## src/rtl/ps2_host_ctrl_if.sv

```systemverilog
// rtl/ps2_host_ctrl_if.sv - command, pin and receiver-side signal bundle for ps2_host_ctrl
//
// Purpose: groups every ps2_host_ctrl signal except clk_i/rst_i.
//    slave  : the controller itself
//    master : the surrounding system (command source, pin pads, PS/2 receiver)
// Signals:
//    cmd_valid_i/cmd_byte_i/cmd_arg_i/cmd_has_arg_i/cmd_ready_o : command request
//    ps2_clk_i/ps2_data_i        : raw pin levels (asynchronous)
//    ps2_clk_oe_o/ps2_data_oe_o  : 1 pulls the open-drain line low
//    rx_data_i/rx_done_i         : bytes from the existing receiver
//    rx_gate_o                   : receiver bytes belong to the controller
//    done_o/err_o/err_code_o     : completion status
interface ps2_host_ctrl_if;
   logic       cmd_valid_i;
   logic [7:0] cmd_byte_i;
   logic [7:0] cmd_arg_i;
   logic       cmd_has_arg_i;
   logic       cmd_ready_o;
   logic       ps2_clk_i;
   logic       ps2_data_i;
   logic       ps2_clk_oe_o;
   logic       ps2_data_oe_o;
   logic [7:0] rx_data_i;
   logic       rx_done_i;
   logic       rx_gate_o;
   logic       done_o;
   logic       err_o;
   logic [2:0] err_code_o;

   modport master (
      output cmd_valid_i, cmd_byte_i, cmd_arg_i, cmd_has_arg_i,
             ps2_clk_i, ps2_data_i, rx_data_i, rx_done_i,
      input  cmd_ready_o, ps2_clk_oe_o, ps2_data_oe_o, rx_gate_o,
             done_o, err_o, err_code_o
   );

   modport slave (
      input  cmd_valid_i, cmd_byte_i, cmd_arg_i, cmd_has_arg_i,
             ps2_clk_i, ps2_data_i, rx_data_i, rx_done_i,
      output cmd_ready_o, ps2_clk_oe_o, ps2_data_oe_o, rx_gate_o,
             done_o, err_o, err_code_o
   );
endinterface

```

## src/rtl/ps2_host_ctrl.sv

```systemverilog
// rtl/ps2_host_ctrl.sv - PS/2 host-to-device command sequencer
//
// Purpose: sends a command byte (and optionally an argument byte) to a PS/2
// device by driving the open-drain clock/data lines, then checks the device
// response bytes coming from the existing receiver.
// Ports:
//    clk_i : system clock
//    rst_i : synchronous active-low reset
//    bus   : ps2_host_ctrl_if.slave (command handshake, pins, receiver, status)
// Parameters:
//    INHIBIT_CYC : cycles ps2_clk is held low before request-to-send
//    TIMEOUT_CYC : max cycles in any state waiting on the device
//    RETRY_MAX   : resends allowed after FE, per byte
// Optional feature macro: PS2_HOST_BAT_EN
//    defined   : FF acknowledged by FA then waits for BAT result (AA ok, FC fail)
//    undefined : FF completes on FA like any other command
module ps2_host_ctrl #(
   parameter int INHIBIT_CYC = 5000,
   parameter int TIMEOUT_CYC = 750000,
   parameter int RETRY_MAX   = 2
) (
   input  logic           clk_i,
   input  logic           rst_i,
   ps2_host_ctrl_if.slave bus
);

   localparam int CMAX = (INHIBIT_CYC > TIMEOUT_CYC) ? INHIBIT_CYC : TIMEOUT_CYC;
   localparam int CW   = $clog2(CMAX + 1);
   localparam int RW   = $clog2(RETRY_MAX + 2);
`ifdef PS2_HOST_BAT_EN
   localparam int BW   = $clog2(50 * TIMEOUT_CYC + 1);
`endif

`ifdef PS2_HOST_BAT_EN
   typedef enum logic [3:0] {
      IDLE, INHIBIT, RTS, TX_BITS, TX_ACK, TX_IDLE, WAIT_RSP, DONE, ERR, WAIT_BAT
   } state_t;
`else
   typedef enum logic [3:0] {
      IDLE, INHIBIT, RTS, TX_BITS, TX_ACK, TX_IDLE, WAIT_RSP, DONE, ERR
   } state_t;
`endif

   state_t        state, state_nxt;

   logic [1:0]    clk_sync, data_sync;
   logic          clk_d2;
   logic          clk_s, data_s, fall;

   logic [CW-1:0] tmr;
   logic [3:0]    idx;
   logic          data_r;
   logic [7:0]    cur_byte, arg_byte;
   logic          has_arg, arg_phase;
   logic [RW-1:0] retry;
   logic [2:0]    err_code;
   logic [9:0]    frame;
`ifdef PS2_HOST_BAT_EN
   logic [BW-1:0] bat_tmr;
`endif

   logic          timed, load_cmd, load_arg, retry_inc, err_set;
   logic [2:0]    err_nxt;

   assign clk_s  = clk_sync[1];
   assign data_s = data_sync[1];
   assign fall   = ~clk_s & clk_d2;
   // Stop bit, odd parity, then d7..d0; index 0 goes out first.
   assign frame  = {1'b1, ~^cur_byte, cur_byte};

   always_ff @(posedge clk_i) begin
      if (!rst_i) begin
         state <= IDLE;
      end else begin
         state <= state_nxt;
      end
   end

   always_comb begin
      state_nxt = state;
      load_cmd  = 1'b0;
      load_arg  = 1'b0;
      retry_inc = 1'b0;
      err_set   = 1'b0;
      err_nxt   = 3'd0;
      timed     = (state == TX_BITS) || (state == TX_ACK) ||
                  (state == TX_IDLE) || (state == WAIT_RSP);
      case (state)
         IDLE: begin
            if (bus.cmd_valid_i) begin
               load_cmd  = 1'b1;
               state_nxt = INHIBIT;
            end
         end
         INHIBIT: begin
            if (tmr == CW'(INHIBIT_CYC - 1)) state_nxt = RTS;
         end
         RTS: state_nxt = TX_BITS;
         TX_BITS: begin
            // idx 9 is the stop bit; once it is presented the line is released.
            if (fall && idx == 4'd9) state_nxt = TX_ACK;
         end
         TX_ACK: begin
            if (fall) begin
               if (!data_s) begin
                  state_nxt = TX_IDLE;
               end else begin
                  state_nxt = ERR;
                  err_set   = 1'b1;
                  err_nxt   = 3'd2;
               end
            end
         end
         TX_IDLE: begin
            if (clk_s && data_s) state_nxt = WAIT_RSP;
         end
         WAIT_RSP: begin
            if (bus.rx_done_i) begin
               if (bus.rx_data_i == 8'hFA) begin
                  if (!arg_phase && has_arg) begin
                     load_arg  = 1'b1;
                     state_nxt = INHIBIT;
                  end
`ifdef PS2_HOST_BAT_EN
                  else if (!arg_phase && cur_byte == 8'hFF) state_nxt = WAIT_BAT;
                  else state_nxt = DONE;
`else
                  else state_nxt = DONE;
`endif
               end else if (bus.rx_data_i == 8'hFE) begin
                  if (retry < RW'(RETRY_MAX)) begin
                     retry_inc = 1'b1;
                     state_nxt = INHIBIT;
                  end else begin
                     state_nxt = ERR;
                     err_set   = 1'b1;
                     err_nxt   = 3'd3;
                  end
               end else begin
                  state_nxt = ERR;
                  err_set   = 1'b1;
                  err_nxt   = 3'd4;
               end
            end
         end
`ifdef PS2_HOST_BAT_EN
         WAIT_BAT: begin
            if (bus.rx_done_i) begin
               state_nxt = (bus.rx_data_i == 8'hAA) ? DONE : ERR;
               err_set   = (bus.rx_data_i != 8'hAA);
               err_nxt   = (bus.rx_data_i == 8'hFC) ? 3'd5 : 3'd4;
            end else if (bat_tmr == BW'(50 * TIMEOUT_CYC - 1)) begin
               state_nxt = ERR;
               err_set   = 1'b1;
               err_nxt   = 3'd1;
            end
         end
`endif
         DONE:    state_nxt = IDLE;
         ERR:     state_nxt = IDLE;
         default: state_nxt = IDLE;
      endcase

      // A real transition or a ps2 edge in the same cycle counts as progress.
      if (timed && !fall && state_nxt == state && tmr == CW'(TIMEOUT_CYC - 1)) begin
         state_nxt = ERR;
         err_set   = 1'b1;
         err_nxt   = 3'd1;
      end
   end

   always_ff @(posedge clk_i) begin
      if (!rst_i) begin
         clk_sync  <= 2'b11;
         data_sync <= 2'b11;
         clk_d2    <= 1'b1;
         tmr       <= '0;
         idx       <= 4'd0;
         data_r    <= 1'b0;
         cur_byte  <= 8'h00;
         arg_byte  <= 8'h00;
         has_arg   <= 1'b0;
         arg_phase <= 1'b0;
         retry     <= '0;
         err_code  <= 3'd0;
`ifdef PS2_HOST_BAT_EN
         bat_tmr   <= '0;
`endif
      end else begin
         clk_sync  <= {clk_sync[0], bus.ps2_clk_i};
         data_sync <= {data_sync[0], bus.ps2_data_i};
         clk_d2    <= clk_sync[1];

         // Shared counter: measures the inhibit hold, and times every wait on the device.
         if (state_nxt != state) begin
            tmr <= '0;
         end else if (timed && fall) begin
            tmr <= '0;
         end else if (timed || state == INHIBIT) begin
            tmr <= tmr + 1'b1;
         end

`ifdef PS2_HOST_BAT_EN
         if (state_nxt != state) begin
            bat_tmr <= '0;
         end else if (state == WAIT_BAT) begin
            bat_tmr <= bat_tmr + 1'b1;
         end
`endif

         if (load_cmd) begin
            cur_byte  <= bus.cmd_byte_i;
            arg_byte  <= bus.cmd_arg_i;
            has_arg   <= bus.cmd_has_arg_i;
            arg_phase <= 1'b0;
            retry     <= '0;
            err_code  <= 3'd0;
         end
         if (load_arg) begin
            cur_byte  <= arg_byte;
            arg_phase <= 1'b1;
            retry     <= '0;
         end
         if (retry_inc) retry <= retry + 1'b1;
         if (err_set)   err_code <= err_nxt;

         // data_r holds the start bit from RTS until the first device edge.
         if (state == RTS) begin
            idx    <= 4'd0;
            data_r <= 1'b1;
         end else if (state == TX_BITS && fall) begin
            data_r <= ~frame[idx];
            idx    <= idx + 4'd1;
         end
      end
   end

   assign bus.cmd_ready_o   = (state == IDLE);
   assign bus.rx_gate_o     = (state != IDLE);
   assign bus.done_o        = (state == DONE);
   assign bus.err_o         = (state == ERR);
   assign bus.err_code_o    = err_code;
   assign bus.ps2_clk_oe_o  = (state == INHIBIT);
   assign bus.ps2_data_oe_o = (state == RTS) || ((state == TX_BITS) && data_r);

endmodule
```

## src/flat_wrapper.sv

```systemverilog
// flat-port wrapper written by rule: the top's interface ports become plain ports
module ps2_host_ctrl_flat 
#(
   parameter int INHIBIT_CYC = 5000,
   parameter int TIMEOUT_CYC = 750000,
   parameter int RETRY_MAX   = 2
)
  (clk_i, rst_i, bus_cmd_valid_i, bus_cmd_byte_i, bus_cmd_arg_i, bus_cmd_has_arg_i, bus_ps2_clk_i, bus_ps2_data_i, bus_rx_data_i, bus_rx_done_i, bus_cmd_ready_o, bus_ps2_clk_oe_o, bus_ps2_data_oe_o, bus_rx_gate_o, bus_done_o, bus_err_o, bus_err_code_o);
  ps2_host_ctrl_if bus_i ();
  input  logic clk_i;
  input  logic rst_i;
  input wire logic [$bits(bus_i.cmd_valid_i)-1:0] bus_cmd_valid_i;
  input wire logic [$bits(bus_i.cmd_byte_i)-1:0] bus_cmd_byte_i;
  input wire logic [$bits(bus_i.cmd_arg_i)-1:0] bus_cmd_arg_i;
  input wire logic [$bits(bus_i.cmd_has_arg_i)-1:0] bus_cmd_has_arg_i;
  input wire logic [$bits(bus_i.ps2_clk_i)-1:0] bus_ps2_clk_i;
  input wire logic [$bits(bus_i.ps2_data_i)-1:0] bus_ps2_data_i;
  input wire logic [$bits(bus_i.rx_data_i)-1:0] bus_rx_data_i;
  input wire logic [$bits(bus_i.rx_done_i)-1:0] bus_rx_done_i;
  output wire logic [$bits(bus_i.cmd_ready_o)-1:0] bus_cmd_ready_o;
  output wire logic [$bits(bus_i.ps2_clk_oe_o)-1:0] bus_ps2_clk_oe_o;
  output wire logic [$bits(bus_i.ps2_data_oe_o)-1:0] bus_ps2_data_oe_o;
  output wire logic [$bits(bus_i.rx_gate_o)-1:0] bus_rx_gate_o;
  output wire logic [$bits(bus_i.done_o)-1:0] bus_done_o;
  output wire logic [$bits(bus_i.err_o)-1:0] bus_err_o;
  output wire logic [$bits(bus_i.err_code_o)-1:0] bus_err_code_o;
  assign bus_i.cmd_valid_i = bus_cmd_valid_i;
  assign bus_i.cmd_byte_i = bus_cmd_byte_i;
  assign bus_i.cmd_arg_i = bus_cmd_arg_i;
  assign bus_i.cmd_has_arg_i = bus_cmd_has_arg_i;
  assign bus_i.ps2_clk_i = bus_ps2_clk_i;
  assign bus_i.ps2_data_i = bus_ps2_data_i;
  assign bus_i.rx_data_i = bus_rx_data_i;
  assign bus_i.rx_done_i = bus_rx_done_i;
  assign bus_cmd_ready_o = bus_i.cmd_ready_o;
  assign bus_ps2_clk_oe_o = bus_i.ps2_clk_oe_o;
  assign bus_ps2_data_oe_o = bus_i.ps2_data_oe_o;
  assign bus_rx_gate_o = bus_i.rx_gate_o;
  assign bus_done_o = bus_i.done_o;
  assign bus_err_o = bus_i.err_o;
  assign bus_err_code_o = bus_i.err_code_o;
  ps2_host_ctrl #(.INHIBIT_CYC(INHIBIT_CYC), .TIMEOUT_CYC(TIMEOUT_CYC), .RETRY_MAX(RETRY_MAX)) u_core (.clk_i(clk_i), .rst_i(rst_i), .bus(bus_i));
endmodule
```

## config.mk

```make
export PLATFORM = sky130hd
export DESIGN_NAME = ps2_host_ctrl_flat
export DESIGN_NICKNAME = d
export VERILOG_FILES = /design/src/rtl/ps2_host_ctrl_if.sv /design/src/rtl/ps2_host_ctrl.sv /design/src/flat_wrapper.sv
export SDC_FILE = /design/constraint.sdc
export NUM_CORES = 1
export LEC_CHECK = 0
export ABC_AREA = 1
export ABC_CLOCK_PERIOD_IN_PS = 2050
export BUFFER_PORTS_ARGS = -buffer_cell sky130_fd_sc_hd__buf_2
export CAP_MARGIN = 20
export CORE_MARGIN = 1
export CORE_UTILIZATION = 54
export CTS_BUF_LIST = sky130_fd_sc_hd__clkbuf_2
export CTS_CLUSTER_DIAMETER = 60
export CTS_CLUSTER_SIZE = 30
export DETAILED_ROUTE_END_ITERATION = 10
export PLACE_DENSITY = 0.84
export SLEW_MARGIN = 20
export SYNTH_ARGS = -nofsm -noshare
export SYNTH_HDL_FRONTEND = slang
export SYNTH_SLANG_ARGS = --single-unit
```

## constraint.sdc

```tcl
create_clock -name clk_i -period 2.05 [get_ports clk_i]
set_clock_uncertainty 0.2 [all_clocks]
set_input_delay 0 -clock clk_i [delete_from_list [all_inputs] [get_ports clk_i]]
set_output_delay 0 -clock clk_i [all_outputs]
set_load 0.03 [all_outputs]
```

==> results.md, run 1 <==
- Post-Synth Simple-Gate Area: 36.7%
- Synth warn: 0
- Top cell type's share of synthesized area: 36.5%
- DP Area: 4030 um^2
- Crit path kind: flop to flop
- Initial antenna violation count: 0
- Max Cap Violations: 0
- Layout Area Growth over Synthesis: 63.3%
- Residual DRC: 0
- Crit path max-delay family: simple AND/OR/NAND/NOR gates
- RSZ-0062 raised after global routing: yes
- Final ANT Viol Nets: 0
- Status: complete, but fails checks
- Cell accounting for the most synthesized area: dfxtp_1
- LEAKAGE: 0.00221 uW
- Netlist cell types: 35
- TritonRoute pass-1 iters: 10
- Post-synthesis adder-cell area fraction: between 1 and 1.5%
- Crit path buffers/inverters: 3
- CTS tree: yes
- CP arrival: 3.00 ns
- Fmax: 372 MHz
- Most common cell in the synthesized netlist: nand2_1
- Final worst slack: -0.638 ns
- Synth top cells by count: nand2_1, dfxtp_1, nor2_1
- Slew @ Worst Pin: approximately 0.44 ns
- Die X: 78.1 um
- Mapped Cells: 447
- Crit end category: flop
- I/O Pins: 40
- Synthesized flop and latch total: 57
- Sum of net half-perimeters after detailed placement: 6110 um
- Post-synthesis xor/xnor area fraction: roughly 7%
- Final setup vio count: 41
- Share of cells above drive strength 1: 42.5%
- Worst endpoint required time: 2.36 ns
- Vias in the first global route: 4,098
- Min Hold Slack: 0.000141 ns
- Routed WL: approximately 16,000 um
- Syn Area/Cell: about 7 um^2
- Vias per inst: 6.58
- Grt total ovfl: 0
- Crit path max fanout: 5
- Avg WL per Cell: between 20 and 25 um
- Final min period: 2.69 ns
- Post-synth net total: 481
- Area contributors post-synth: dfxtp_1, nand2_1, nor2_1, inv_1, nor2_2
- CTS buffer count: 9
- Met1 usage: a little under two fifths
- HP Class: input pin to flop
- Root buffer cell: clkbuf_2
- Clk pin slew, worst setup/hold paths: ~0.25 ns
- Total global routing track utilization: 39.3%
- Via count: 4,622
- Final worst-path cycle share: 131%
- Starting DRT DRC Count: 704
- Mux cell area share after synthesis: less than 1%
- Crit path largest cell delay: 0.44 ns
- Diode count: 0
- Ys flop type: dfxtp_1
- Fin nets: 659
- Top cell by count, worst path: nand2_2
- Met3 Usage GRT: 12.0%
- Failing checks: setup timing
- Slew Limit Fails: 0
- Largest net degree at the start of global routing: 27
- Clk sinks: 57
- Power per cell area: 541 nW/um^2
- Gr busiest metal: met2
- Number of synthesized flops with an enable pin: 0
- Max_slew headroom: between 70% and 80%
- Register area share after synthesis: 36.5%
- Largest family of logic cells by synthesized area: simple AND/OR/NAND/NOR gates
- Clk buf depth: 2
- DIE AREA: 6090 um^2
- Max rail drop VDD: roughly 0.74 mV
- Final-report hold violation count: 0
- Rows: 27
- M2 GR Usage: 70.0%
- Synthesized area: 3120 um^2
- CTS H-tree lvls: 3
- Worst path cell trace: inv_2 -> nand2_2 -> inv_2 -> nand3_1 -> nand2_1 -> nor2_2 -> nand3_2 -> nand2_2 -> nand2_2 -> nor2_4 -> nand2_4 -> nand2_4 -> nand2_2 -> nand2_2 -> nand3_4 -> clkbuf_16 -> nor2_4
- Height of the die: 78.1 um
- Crit path max-delay cell type: dfxtp_4
- CP Launch Type: flop
- First-pass GRT wire length: 18,400 um
- Setup_tns: -16.76 ns
- Port Buffers: 39
- Gpl congestion: a little over 0.9
- Clock Latency Late Sink: 0.59 ns
- Synth Area in Compound Gates: around 10%
- Starting Density: 56.4%
- Core area: 5540 um^2
- Async S/R FF share, synth: 0%
- Utilization after layout: 92.1%
- Finished Cell Area: 5100 um^2
[sequential cells by signal (all words and copies together) (netlist names), 2 cells and up]
name / count
u_core.tmr: 20
u_core.arg_byte: 8
u_core.cur_byte: 8
u_core.idx: 4
u_core.state: 4
u_core.bus.err_code_o: 3
u_core.clk_sync: 2
u_core.data_sync: 2
u_core.retry: 2
[repair_timing]
item | CTS | global route
resized for setup | 24 | 72
endpoints found under the setup margin | 27 | 38
pin swaps | 5 | 18
gates cloned | 0 | 3
hold buffers | 37 | 0
hold endpoints to repair | 37 | 0
buffers inserted | 9 | 7
[metal layers]
metal / share of wire, % / vias up
met1: 31 / 2052
met3: 12 / 261
met5: 0 / -
li1: - / 1781
met4: 12 / 0
met2: 44 / 528
[logic make-up (layout without fill, tap and decap cells)]
family          Yosys count  after routing
flops                    57             57
compound gates           51             51
simple gates            246            246
buf+inv                  64            247
fa+ha+maj                 3              3
xor+xnor                 25             25
mux                       1              1
[cells in the final DEF (no fill, tap or decap), drive strengths merged, types with 3 or more instances in the layout]
master       Yosys  layout
a21oi           23      23
a31oi            9       9
buf              2     134
bufinv           0       3
clkbuf           4      11
clkinv           2       3
dfxtp           57      57
dlygate4sd3      0      37
ha               3       3
inv             56      59
nand2          114     114
nand3           25      25
nand4           10      10
nor2            83      83
nor3             8       8
o21ai           11      11
or2              4       4
xnor2           10      10
xor2            15      15
[final timing paths]
kind              depth (start not counted)                       end                     start  slack [ns]
setup reg to reg                         17            u_core.tmr[11]           u_core.state[1]       -0.64
hold / removal                            4        u_core.arg_byte[7]          bus_cmd_arg_i[7]      0.0001
setup / recovery                         17            u_core.tmr[11]           u_core.state[1]       -0.64
hold reg to reg                           2  u_core.bus.err_code_o[0]  u_core.bus.err_code_o[0]        0.28
[power by group]
| group | leakage (uW) | switching (uW) | internal [uW] |
|---|---|---|---|
| logic | 0.00164 | 271 | 203 |
| registers | 0.000471 | 32.0 | 1140 |
| clock network | 0.0000971 | 581 | 539 |
[metrics by stage]
step / instances / setup WS, ns / total power, uW
floorplan: 447 / -0.0286 / 1350
global placement: 631 / -0.185 / 1460
detailed placement: 631 / -0.220 / 1470
CTS: 693 / -0.154 / 2540
global route: 702 / -0.938 / 2800
finish: 702 / -0.638 / 2760
[worst reg2reg max path, delay by kind of cell (launching register included)]
| kind | cells | cell delay, ns |
|---|---|---|
| buffers and inverters | 3 | 0.35 |
| AND/OR/NAND/NOR | 14 | 1.64 |
| flip-flops | 1 | 0.44 |
[area by class of cell]
cell class	instances	area, um^2
Multi-Input combinational cell	326	2080
Timing Repair Buffer	173	1370
Sequential cell	57	1170
Fill cell	188	439
Inverter	58	225
Clock inverter	7	125
Tap cell	72	90.1
Clock buffer	9	45.0
Note: power is estimated with default switching activity, not from simulation.
==> run 2, diff against run 1 <==
Settings changed: CORE_UTILIZATION 54 to 52, CTS_BUF_LIST sky130_fd_sc_hd__clkbuf_2 to not set, PLACE_DENSITY 0.84 to 0.82.
==> results.md, run 2 (same netlist as run 1, synthesis figures left out) <==
- I/O Pins: 40 (unchanged)
- Vias in the first global route: 3,414 (-17%)
- Fin nets: 629 (-4.6%)
- Final worst slack: -0.485 ns (+0.154 ns)
- M2 GR Usage: 50.9% (-19 points)
- Worst Hold End: u_core.retry[1]
- Rows: 27 (unchanged)
- Power per cell area: 566 nW/um^2 (+4.5%)
- Diode count: 0 (unchanged)
- Clk buf depth: 2 (unchanged)
- HP Class: input pin to flop
- Avg WL per Cell: 15.2 um (-35%)
- Slew @ Worst Pin: 0.445 ns (+0.00266 ns)
- Status: complete, but fails checks
- CTS tree: yes
- Share of cells above drive strength 1: 37.0% (-5.5 points)
- Worst path cell trace: buf_4 -> nand2_2 -> inv_2 -> nand3_1 -> nand2_1 -> nor2_2 -> nand3_1 -> nand2_1 -> nand2_1 -> a21oi_1 -> nand2_1 -> nor2_2 -> nand3_2 -> buf_12 -> nor2_2
- Sum of net half-perimeters after detailed placement: 6000 um (-1.8%)
- Met1 usage: 34.3% (-3.9 points)
- Setup_tns: -11.62 ns (+5.14 ns)
- Max_slew headroom: 70.0% (-0.22 points)
- Hold Crit Depth: 7 (+3)
- Max Cap Violations: 0 (unchanged)
- Final min period: 2.53 ns (-0.154 ns)
- Height of the die: 79.5 um (+1.9%)
- Crit path max-delay cell type: dfxtp_2
- Met3 Usage GRT: 7.43% (-4.5 points)
- Die X: 79.5 um (+1.9%)
- Port Buffers: 39 (unchanged)
- Max reg flops: 20 (unchanged)
- Biggest regs: u_core.tmr x20, u_core.arg_byte x8, u_core.cur_byte x8
- CP Launch Type: flop
- Via count: 3,691 (-20%)
- Gr busiest metal: met2
- DP Area: 3980 um^2 (-1.3%)
- DIE AREA: 6320 um^2 (+3.7%)
- Final setup vio count: 27 (-34%)
- Placed cells: 624 (-1.1%)
- HP Start: bus_rx_data_i[2]
- Clk sinks: 57 (unchanged)
- Clk pin slew, worst setup/hold paths: 0.08 ns (-0.17 ns)
- Crit end category: flop
- Register-to-Register Path Depth: 15 (-2)
- Top reg by flops: u_core.tmr
- Final ANT Viol Nets: 0 (unchanged)
- Fmax: 395 MHz (+6.1%)
- Layout Area Growth over Synthesis: 48.2%
- RSZ-0062 raised after global routing: yes
- Total global routing track utilization: 30.0% (-9.3 points)
- Starting DRT DRC Count: 386 (-45%)
- Slew Limit Fails: 0 (unchanged)
- Max rail drop VDD: 0.680 mV (-7.7%)
- R2R Setup Slk: -0.48 ns (+0.15 ns)
- Final worst-path cycle share: 124% (-7.5 points)
- Core area: 5640 um^2 (+1.8%)
- CP arrival: 2.62 ns (-0.38 ns)
- Finished Layout Cells: 672 (-4.3%)
- Starting Density: 55.4% (-1.0 points)
- Root buffer cell: clkbuf_8
- Initial antenna violation count: 0 (unchanged)
- Vias per inst: 5.49 (-17%)
- Gpl congestion: 0.967 (+6.1%)
- Worst R2R Start: u_core.state[0]
- CTS buffer count: 9 (unchanged)
- Grt total ovfl: 0 (unchanged)
- Finished Cell Area: 4630 um^2 (-9.2%)
- Crit Reg-Reg Endpoint: u_core.tmr[8]
- Most frequent cells in the layout: nand2_1, buf_4, inv_1
- CTS H-tree lvls: 3 (unchanged)
- Failing checks: setup timing
- Final-report hold violation count: 0 (unchanged)
- Crit path kind: flop to flop
- LEAKAGE: 0.00205 uW (-7.4%)
- Crit path largest cell delay: 0.35 ns (-0.09 ns)
- Top cell by count, worst path: nand2_1
- Routed WL: 10,200 um (-38%)
- First-pass GRT wire length: 14,600 um (-21%)
- Residual DRC: 0 (unchanged)
- Most common cell after layout, fill and taps aside: nand2_1
- Power Total: 2620 uW (-5.2%)
- Largest net degree at the start of global routing: 27 (unchanged)
- Clock Latency Late Sink: 0.35 ns (-0.24 ns)
- Min Hold Slack: 0.0309 ns (+0.0308 ns)
- TritonRoute pass-1 iters: 6 (-4)
- Worst endpoint required time: 2.14 ns (-0.22 ns)
- Crit path max fanout: 20 (+15)
[run 2: cell count changes in the layout (fill, tap and decap cells not counted), sizes merged]
cell,before,now
clkbuf,11,10
bufinv,3,1
clkinvlp,0,3
buf,134,116
dlygate4sd3,37,27
inv,59,57
[run 2: how the worst max path moves through the flow]
stage | from | to | slack, ns | depth (start not counted)
after floorplan | u_core.state[3] | u_core.tmr[0] | -0.03 | 14
after global placement | u_core.state[3] | u_core.tmr[11] | -0.11 | 14
after detailed placement | u_core.state[3] | u_core.bus.err_code_o[0] | -0.17 | 14
after CTS | u_core.state[2] | u_core.tmr[15] | -0.14 | 10
after global routing | u_core.state[0] | u_core.tmr[8] | -0.54 | 17
final | u_core.state[0] | u_core.tmr[8] | -0.48 | 15
[run 2: stage by stage]
step | utilization [%] | worst slack, ns
floorplan | - | -0.0286
global placement | 70.5 | -0.113
detailed placement | 70.5 | -0.173
CTS | 79.8 | -0.142
global route | 82.1 | -0.538
finish | 82.1 | -0.485
[run 2: critical path, delay by kind of cell (launching register included)]
| family | cells | cell delay [ns] |
|---|---|---|
| AOI/OAI and AO/OA | 1 | 0.17 |
| and+or+nand+nor | 11 | 1.34 |
| buffers and inverters | 3 | 0.40 |
| DFF | 1 | 0.35 |
[run 2: per-layer routing]
layer | vias up | wire, um
met2 | 232 | 4840
met4 | 0 | 618
met5 | - | 0
li1 | 1720 | -
met3 | 68 | 767
met1 | 1671 | 3990
[run 2: power by group]
part	internal (uW)	switching [uW]	total (uW)
Clock	596	513	1110
Combinational	160	194	354
Sequential	1130	20.8	1160
Total	1890	728	2620
[run 2: area by class of cell]
class	count	area, um^2
Clock buffer	10	138
Tap cell	72	90.1
Sequential cell	57	1160
Clock inverter	6	66.3
Inverter	58	218
Timing Repair Buffer	143	1080
Fill cell	320	1010
Multi-Input combinational cell	326	1880
[run 2: repair_timing]
action,in CTS,in global routing
pin swaps,4,1
hold endpoints to repair,31,0
gates resized for setup,11,26
cloned,0,0
buffers inserted,2,3
endpoints found under the setup margin,29,32
hold buffers,27,0
